File: config.mk
export PLATFORM = sky130hd
export DESIGN_NAME = pc_sequencer
export DESIGN_NICKNAME = d
export VERILOG_FILES = /design/src/rtl/pc_sequencer.sv
export SDC_FILE = /design/constraint.sdc
export NUM_CORES = 1
export LEC_CHECK = 0
export CAP_MARGIN = 20
export CORE_ASPECT_RATIO = 0.6
export CORE_MARGIN = 10
export CORE_UTILIZATION = 45
export CTS_CLUSTER_DIAMETER = 30
export CTS_CLUSTER_SIZE = 30
export DETAILED_ROUTE_END_ITERATION = 12
export PLACE_DENSITY = 0.75
export SLEW_MARGIN = 25
export SYNTH_ARGS = -nofsm -noshare
export SYNTH_HDL_FRONTEND = slang
export SYNTH_SLANG_ARGS = --single-unit
File: constraint.sdc
create_clock -name clock -period 2.59 [get_ports clock]
set_clock_uncertainty 0.05 [all_clocks]
set_input_delay 0.259 -clock clock [delete_from_list [all_inputs] [get_ports clock]]
set_output_delay 0.259 -clock clock [all_outputs]
set_load 0.01 [all_outputs]
File: src/rtl/pc_sequencer.sv
`default_nettype none
// ============================================================================
//  Module      : pc_sequencer
//  Description : Program-counter sequencer with a fixed-priority next-PC
//                select (reset > redirect > stall > ret > call > sequential)
//                and a circular return-address stack for call/return
//                prediction.
//  Revision    : 1.0 - initial release
// ============================================================================
module pc_sequencer #(
  parameter int ADDR_WIDTH = 10,
  parameter int RESET_ADDR = 0,
  parameter int STEP       = 1,
  parameter int RAS_DEPTH  = 4
) (
  input  logic                          clock,
  input  logic                          reset,
  input  logic                          pc_write,
  input  logic                          redirect_valid,
  input  logic [ADDR_WIDTH-1:0]         redirect_addr,
  input  logic                          call,
  input  logic                          ret,
  output logic [ADDR_WIDTH-1:0]         pc_current,
  output logic [ADDR_WIDTH-1:0]         pc_plus,
  output logic [$clog2(RAS_DEPTH):0]    ras_count,
  output logic                          ras_empty,
  output logic                          ras_full,
  output logic                          ras_underflow
);

  localparam int PTR_W = $clog2(RAS_DEPTH);
  localparam int CNT_W = PTR_W + 1;

  localparam logic [ADDR_WIDTH-1:0] C_RESET_PC = ADDR_WIDTH'(RESET_ADDR);
  localparam logic [ADDR_WIDTH-1:0] C_STEP     = ADDR_WIDTH'(STEP);
  localparam logic [CNT_W-1:0]      C_FULL_CNT = CNT_W'(RAS_DEPTH);
  localparam logic [PTR_W-1:0]      C_PTR_ONE  = PTR_W'(1);
  localparam logic [CNT_W-1:0]      C_CNT_ONE  = CNT_W'(1);

  // Architectural state
  logic [ADDR_WIDTH-1:0] pc_q, pc_d;
  logic [PTR_W-1:0]      top_q, top_d;      // next free slot; top entry is top_q-1
  logic [CNT_W-1:0]      count_q, count_d;
  logic                  underflow_q, underflow_d;
  logic [ADDR_WIDTH-1:0] stack_q [RAS_DEPTH];

  // Stack write port
  logic                  wr_en;
  logic [PTR_W-1:0]      wr_idx;
  logic [ADDR_WIDTH-1:0] wr_data;

  // Helpers derived from registered state
  logic [ADDR_WIDTH-1:0] pc_plus_w;
  logic [PTR_W-1:0]      top_m1_w;
  logic                  empty_w;
  logic                  full_w;

  assign pc_plus_w = pc_q + C_STEP;          // wraps naturally at ADDR_WIDTH bits
  assign top_m1_w  = top_q - C_PTR_ONE;      // index of the most recent entry
  assign empty_w   = (count_q == '0);
  assign full_w    = (count_q == C_FULL_CNT);

  assign pc_current    = pc_q;
  assign pc_plus       = pc_plus_w;
  assign ras_count     = count_q;
  assign ras_empty     = empty_w;
  assign ras_full      = full_w;
  assign ras_underflow = underflow_q;

  // Next-state selection: fixed priority redirect > stall > ret > call > sequential
  always_comb begin
    pc_d        = pc_q;
    top_d       = top_q;
    count_d     = count_q;
    underflow_d = 1'b0;
    wr_en       = 1'b0;
    wr_idx      = top_q;
    wr_data     = pc_plus_w;

    if (redirect_valid) begin
      // Resolved branch wins over everything; the stack is left untouched.
      pc_d = redirect_addr;
    end else if (!pc_write) begin
      // Stall: hold PC and stack, ignore call/ret.
      pc_d = pc_q;
    end else if (ret) begin
      if (!empty_w) begin
        pc_d = stack_q[top_m1_w];
        if (call) begin
          // Pop and push in the same cycle collapse to replacing the top.
          wr_en  = 1'b1;
          wr_idx = top_m1_w;
        end else begin
          top_d   = top_m1_w;
          count_d = count_q - C_CNT_ONE;
        end
      end else begin
        // Return with nothing predicted: fall through and flag it.
        underflow_d = 1'b1;
        pc_d        = pc_plus_w;
        if (call) begin
          wr_en   = 1'b1;
          wr_idx  = top_q;
          top_d   = top_q + C_PTR_ONE;
          count_d = count_q + C_CNT_ONE;
        end
      end
    end else if (call) begin
      // Push; when full the slot at top_q is the oldest entry, so it is
      // overwritten and the count saturates.
      pc_d    = pc_plus_w;
      wr_en   = 1'b1;
      wr_idx  = top_q;
      top_d   = top_q + C_PTR_ONE;
      if (!full_w) begin
        count_d = count_q + C_CNT_ONE;
      end
    end else begin
      pc_d = pc_plus_w;
    end
  end

  // PC, stack pointer, occupancy and underflow pulse registers
  always_ff @(posedge clock) begin
    if (reset) begin
      pc_q        <= C_RESET_PC;
      top_q       <= '0;
      count_q     <= '0;
      underflow_q <= 1'b0;
    end else begin
      pc_q        <= pc_d;
      top_q       <= top_d;
      count_q     <= count_d;
      underflow_q <= underflow_d;
    end
  end

  // Stack entry storage; contents are invalidated by the count, never cleared
  always_ff @(posedge clock) begin
    if (wr_en && !reset) begin
      stack_q[wr_idx] <= wr_data;
    end
  end

endmodule
`default_nettype wire

==> results by group, run 1 <==
Outcome
  • Status: finished, final reports clean

Synth
  • Yosys cell types: 38
  • Yosys warning count: 0
  • Post-synth EDFFs: 40
  • Mux contribution to synthesized area: 0.0993
  • Post-Syn Area per Cell: 12.5 um2
  • Most common cell in the synthesized netlist: edfxtp_1
  • Top cell type's share of synthesized area: 0.467
  • Main synth FF type: edfxtp_1
  • Seq/Total Area, Yosys: 0.592
  • Synth Area in Simple Gates: 0.121
  • Synth Area in Compound Gates: 0.0934
  • Top cells by count, synth: edfxtp_1, a21oi_1, dfxtp_1, nand2_1, nor2_1
  • Largest family of logic cells by synthesized area: simple AND/OR/NAND/NOR gates
  • XOR/XNOR share of the synthesized area: 0.0375
  • Seq cells post-synth: 56
  • Syn_nets: 226
  • Area leader, netlist: edfxtp_1
  • Netlist Area Pre-Place: 0.00257 mm2
  • Synth Area in Adders: 0.0195
  • Synth Instances: 206
  • Area contributors post-synth: edfxtp_1, dfxtp_1, mux4_2
  • Ys async rst share: 0

Cells and area
  • Synthesis-to-finish area growth: 27.9%
  • Antenna diodes: 0
  • Register Area: approximately 0.0015 mm2
  • Area of the multi-input gates: 972 um2
  • Layout fillers: 470
  • Layout Nets: 283
  • Layout cells sized above 1: 0.174

Clocking
  • CTS Buffer Depth: 2
  • Clk sinks: 56
  • Hold_buf cts: 0
  • Root cell of the clock tree: clkbuf_8
  • Clock buffer count from CTS: 5
  • CTS tree: done
  • Post-CTS setup buffers: 0
  • H-tree depth: 2
  • Worst-Skew Late Latency: approximately 0.31 ns
  • Worst-path clk slew: 0.10 ns

Run
  • MaxCap Viol Count: 0

Placed design
  • PortBufs: 41
  • Routability cong.: between 0.8 and 0.9
  • Detailed Place HPWL: 4610 um
  • Place WS: 0.323 ns

Worst setup path
  • Worst EP arrival: 2.09 ns
  • CP cell instances: and4_1 > nand4_1 > nor2_1 > xor2_1 > clkdlybuf4s50_1
  • Setup crit start kind: flop
  • Crit Path Class: flop to primary output
  • Largest delay share family, worst path: simple AND/OR/NAND/NOR gates
  • Crit Path Max Fanout: 8
  • Largest stage delay, worst path: 0.57 ns
  • Crit. End Element: primary output
  • Worst path bufs/invs: 1
  • WP data required: 2.28 ns
  • Slowest-stage cell, CP: clkdlybuf4s50_1

Die
  • IO Pins: 42
  • Core area: 0.00554 mm2
  • Die width: approximately 120 um
  • Rows: 21
  • Die area: 0.00924 mm2
  • Die Y: 78.6 um
  • Initial Util: 0.464

Timing
  • Slew headroom: 0.506
  • Fin. max-slew vios: 0
  • Final WS setup: 0.189 ns
  • Minimum clock period: 2.40 ns
  • WHS: 0.488 ns
  • Worst Tran Pin Value: approximately 0.74 ns
  • Endpoints failing hold: 0
  • Crit share post-route: 0.927
  • RSZ-0062 raised after global routing: no
  • Fmax: around 0.42 GHz
  • Setup violators final: 0

Detailed routing
  • Mean routed wirelength per cell: 18.5 um
  • DR pass1 iterations: 4
  • Vias per cell: 5.43
  • Initial drt markers: 222
  • Drt total wl: 6350 um
  • Remaining antenna violation count after routing: 0
  • Total vias in the final route: 1867
  • Remaining DRCs: 0

GRT
  • Routing usage on met2: 0.219
  • Initial antenna violation count: 0
  • Number of global-route vias before repair: between 1500 and 2000
  • Overall routing resource usage: 0.139
  • Met3 usage: 0.0429
  • First-pass GRT wire length: 10400 um
  • Total grt overflow: 0
  • Met1 track demand over resource: 0.182
  • Largest net degree at the start of global routing: 23
  • Grt peak-use layer: met2

Power
  • Clock share of power: 0.260
  • VDD IR-drop max: roughly 0.28 mV
  • Lkg Pwr: about 1.1 nW
  • Int Power: 1.31 mW
  • Logic pwr share: 0.166
  • Sequential power share: 0.574
  • Switching Share: 0.251
  • Sw Pwr: 0.439 mW
  • PwrDens: 533 mW/mm2

Worst hold path
  • Worst min-delay path category: input port to flop
## through the flow
| stage | util | power (mW) | area, um2 | std cells | setup TNS [ns] |
|---|---|---|---|---|---|
| 2_1_floorplan | - | 1.17 | 2570 | 206 | -4.36 |
| 3_3_place_gp | 0.576 | 1.31 | 3190 | 336 | 0 |
| 3_5_place_dp | 0.576 | 1.31 | 3190 | 336 | 0 |
| 4_1_cts | 0.592 | 1.77 | 3280 | 344 | 0 |
| 5_1_grt | 0.593 | 1.83 | 3290 | 344 | 0 |
| 6_report | 0.593 | 1.75 | 3290 | 344 | 0 |
## power by group through the flow
stage	clock network, mW	registers [mW]	logic, mW
after floorplan	0	1.03	0.146
after global placement	0	1.02	0.284
after detailed placement	0	1.03	0.289
after CTS	0.471	1.01	0.291
after global routing	0.508	1.01	0.317
final	0.456	1.01	0.290
## worst paths after layout
check | start | end | slack [ns] | cells after the start
max | pc_current[2]$_SDFFE_PP0P_ | pc_plus[9] | 0.19 | 5
min reg2reg | ras_count[2]$_SDFFE_PP0P_ | ras_count[2]$_SDFFE_PP0P_ | 0.49 | 2
min | redirect_addr[2] | pc_current[2]$_SDFFE_PP0P_ | 0.49 | 3
max reg2reg | ras_count[0]$_SDFFE_PP0P_ | stack_q[1][8]$_DFFE_PP_ | 0.33 | 8
## routing by layer
metal	wire [um]	vias to the layer above	share of wire
li1	-	886	-
met1	2920	912	0.46
met2	2860	64	0.45
met3	525	5	0.083
met4	51	0	0.0080
met5	0	-	0
## flip-flops by register name, summed over array words and instances (netlist names)
register,cells
pc_current,10
ras_underflow,1
stack_q,40
top_q,2
ras_count,3
## worst min-delay path, stage by stage
cell	delay [ns]
clkdlybuf4s50_1	0.40
inv_1	0.07
a221oi_1	0.07
## repair_timing
| item | 4_1_cts | 5_1_grt |
|---|---|---|
| hold endpoints to repair | 0 | 0 |
| endpoints found under the setup margin | 1 | 3 |
| resized for setup | 1 | 3 |
## logic make-up (layout without fill, tap and decap cells)
group,count (synthesis),after routing
AND/OR/NAND/NOR,62,62
flip-flops,56,56
AO/OA/AOI/OAI,38,38
buffers and inverters,22,80
multiplexers,13,13
XOR/XNOR,11,11
adder cells (fa/ha/maj),4,4
## final cells by class
| type | count | share of cell area |
|---|---|---|
| Clock buffer | 5 | 0.0209 |
| Inverter | 10 | 0.0122 |
| Multi-Input combinational cell | 128 | 0.296 |
| Clock inverter | 3 | 0.00419 |
| Timing Repair Buffer | 62 | 0.173 |
| Tap cell | 80 | 0.0304 |
| Sequential cell | 56 | 0.464 |
## layout by cell type, fill, tap and decap left out, types with 6 or more instances in the layout
cell,synthesis,layout
dfxtp_1,16,13
edfxtp_1,40,40
nor2_1,14,14
inv_1,9,9
nand2_1,16,16
clkdlybuf4s50_1,0,41
xnor2_1,8,7
a211oi_1,6,6
nand3_1,9,9
buf_4,0,21
mux4_2,10,10
a21oi_1,17,17
Power figures use the tool's default switching activity.
==> run 2, diff against run 1 <==
Settings changed: ABC_AREA set to 1, CAP_MARGIN 20 to not set.
==> run 2 against run 1 <==
- routed wire length increased by 4.1%
- largest power group unchanged
- clock-buffer cell count unchanged
- design area decreased by 0.34%
- critical path type unchanged
- sequential share of layout area increased by 0.12 points
- non-clock buffer count decreased by 12
- highest routed layer unchanged
==> results by group, run 2 <==
Outcome
  • Status: finished, final reports clean

Synth
  • Top cell type's share of synthesized area: 0.455 (-0.0117)
  • Synth Instances: 294 (+43%)
  • Netlist Area Pre-Place: 0.00264 mm2 (+2.6%)
  • Most common cell in the synthesized netlist: nand2_1
  • Post-Syn Area per Cell: 8.97 um2 (-28%)
  • Area leader, netlist: edfxtp_1
  • Top cells by count, synth: nand2_1, edfxtp_1, nor2_1
  • Syn_nets: 314 (+39%)
  • Area contributors post-synth: edfxtp_1, dfxtp_1, nand2_1
  • Yosys cell types: 25 (-34%)
  • Post-synth EDFFs: 40 (unchanged)
  • Main synth FF type: edfxtp_1
  • Seq/Total Area, Yosys: 0.577 (-0.0149)
  • Yosys warning count: 0 (unchanged)
  • Ys async rst share: 0 (unchanged)
  • Seq cells post-synth: 56 (unchanged)

Clocking
  • Hold_buf cts: 0 (unchanged)
  • CTS tree: done
  • Root cell of the clock tree: clkbuf_8
  • Worst-path clk slew: 0.10 ns (about the same)
  • H-tree depth: 2 (unchanged)
  • CTS Buffer Depth: 2 (unchanged)
  • Clk sinks: 56 (unchanged)
  • Worst-Skew Late Latency: 0.31 ns (about the same)
  • Clock buffer count from CTS: 5 (unchanged)

Worst setup path
  • Crit Path Max Fanout: 5 (-3)
  • Worst EP arrival: 2.09 ns (about the same)
  • WP data required: 2.28 ns (about the same)
  • Cell mode on critical path: nand2_1
  • CP cell instances: nand3_1 > nor2_1 > nand2_1 > nand2_1 > clkdlybuf4s50_1
  • Crit. Startpoint: pc_current[2]$_SDFFE_PP0P_
  • Largest delay share family, worst path: simple AND/OR/NAND/NOR gates
  • Setup crit start kind: flop
  • Worst path bufs/invs: 1 (unchanged)
  • Slowest-stage cell, CP: clkdlybuf4s50_1
  • Crit. End Element: primary output
  • Largest stage delay, worst path: 0.58 ns (about the same)
  • R2R Path Start: ras_count[0]$_SDFFE_PP0P_
  • Crit Path Class: flop to primary output

Power
  • Lkg Pwr: 1.27 nW (+11%)
  • PwrDens: 547 mW/mm2 (+2.6%)
  • VDD IR-drop max: 0.288 mV (+2.0%)

Die
  • Initial Util: 0.469 (+0.00529)
  • Rows: 21 (unchanged)
  • Die area: 0.00942 mm2 (+2.0%)
  • IO Pins: 42 (unchanged)
  • Core area: 0.00562 mm2 (+1.4%)
  • Die width: 119 um (+1.1%)
  • Die Y: 79.3 um (+0.95%)

Detailed routing
  • Mean routed wirelength per cell: 15.5 um (-16%)
  • Vias per cell: 5.21 (-4.1%)
  • Remaining antenna violation count after routing: 0 (unchanged)
  • Remaining DRCs: 0 (unchanged)
  • Initial drt markers: 226 (+1.8%)
  • Total vias in the final route: 2218 (+19%)
  • Drt total wl: 6610 um (+4.1%)
  • DR pass1 iterations: 4 (unchanged)

GRT
  • Overall routing resource usage: 0.143 (+0.00349)
  • Initial antenna violation count: 0 (unchanged)
  • Number of global-route vias before repair: 2105 (+11%)
  • Largest net degree at the start of global routing: 20 (-13%)
  • First-pass GRT wire length: 10900 um (+5.7%)
  • Total grt overflow: 0 (unchanged)

Worst hold path
  • Hold_sp: ras_count[0]$_SDFFE_PP0P_
  • Worst min-delay path category: flop to flop

Timing
  • Slew headroom: 0.557 (+0.0516)
  • Crit share post-route: 0.927 (about the same)
  • WHS: 0.465 ns (-0.0227 ns)
  • Minimum clock period: 2.40 ns (-0.000935 ns)
  • Fmax: 0.417 GHz (about the same)
  • Worst Tran Pin Value: 0.662 ns (-0.0788 ns)
  • Endpoints failing hold: 0 (unchanged)
  • Setup_tns: 0 ns (unchanged)
  • Setup violators final: 0 (unchanged)
  • RSZ-0062 raised after global routing: no
  • Fin. max-slew vios: 0 (unchanged)

Placed design
  • Detailed Place HPWL: 4980 um (+7.9%)
  • Routability cong.: 0.893 (+11%)
  • PortBufs: 41 (unchanged)

Cells and area
  • Antenna diodes: 0 (unchanged)
  • Layout Nets: 365 (+29%)
  • Final Core Density: 0.583 (-0.0103)
  • Commonest non-fill, non-tap cell in the layout: nand2_1
  • Reg with most FFs: stack_q
  • Synthesis-to-finish area growth: 24.2%
  • Layout cells sized above 1: 0.0780 (-0.0962)
  • Largest register FFs: 40 (unchanged)
  • Commonest non-fill, non-tap cells in the layout: nand2_1, clkdlybuf4s50_1, edfxtp_1

Run
  • MaxCap Viol Count: 0 (unchanged)
-- run 2: power by group --
part / total [mW] / switching (mW) / internal, mW / leakage, nW
Combinational: 0.290 / 0.164 / 0.125 / 0.720
Sequential: 1.01 / 0.0210 / 0.984 / 0.500
Clock: 0.496 / 0.301 / 0.195 / 0.0485
Total: 1.79 / 0.487 / 1.30 / 1.27
-- run 2: routing by layer --
metal,track usage,wire (um),part of all wire,vias up
li1,-,-,-,1101
met1,0.198,3080,0.47,1029
met2,0.208,2910,0.44,83
met3,0.0445,575,0.087,5
met4,0.0437,44,0.0067,0
met5,0,0,0,-
-- run 2: final timing paths --
check | to | slack, ns | depth (start not counted)
max | pc_plus[5] | 0.19 | 5
min | ras_count[0]$_SDFFE_PP0P_ | 0.47 | 2
max reg2reg | stack_q[1][4]$_DFFE_PP_ | 0.39 | 10
min reg2reg | ras_count[0]$_SDFFE_PP0P_ | 0.47 | 2
-- run 2: tightest hold or removal path, cell delays in order, from the launching register on --
cell and delay, ns:
dfxtp_1 0.35, nand2_1 0.07, a21oi_1 0.06
-- run 2: metrics by stage --
stage | setup WS, ns | cell area (um2) | cells | total power [mW]
finish | 0.190 | 3280 | 426 | 1.79
CTS | 0.130 | 3270 | 426 | 1.81
global placement | 0.494 | 3180 | 418 | 1.31
detailed placement | 0.401 | 3180 | 418 | 1.32
floorplan | 0.376 | 2640 | 294 | 1.18
global route | 0.0207 | 3280 | 426 | 1.88
-- run 2: what timing repair did --
| item | in CTS | in global routing |
|---|---|---|
| resized for setup | 0 | 2 |
| setup endpoints to repair | 0 | 3 |
| buffers inserted | 0 | 0 |
-- run 2: cells by family after synthesis --
logic type / count (synthesis) / share of synthesized area
XOR/XNOR: 2 / 0.00664
AO/OA/AOI/OAI: 46 / 0.0982
flip-flops: 56 / 0.577
AND/OR/NAND/NOR: 154 / 0.250
adder cells (fa/ha/maj): 4 / 0.0190
buffers and inverters: 32 / 0.0493
-- run 2: layout make-up --
class,instances,area [um2]
inverter,26,97.6
timing repair buffer,50,478
sequential,56,1520
fill,523,2350
clock inverter,3,22.5
clock buffer,5,68.8
multi-input combinational,206,986
tap,80,100
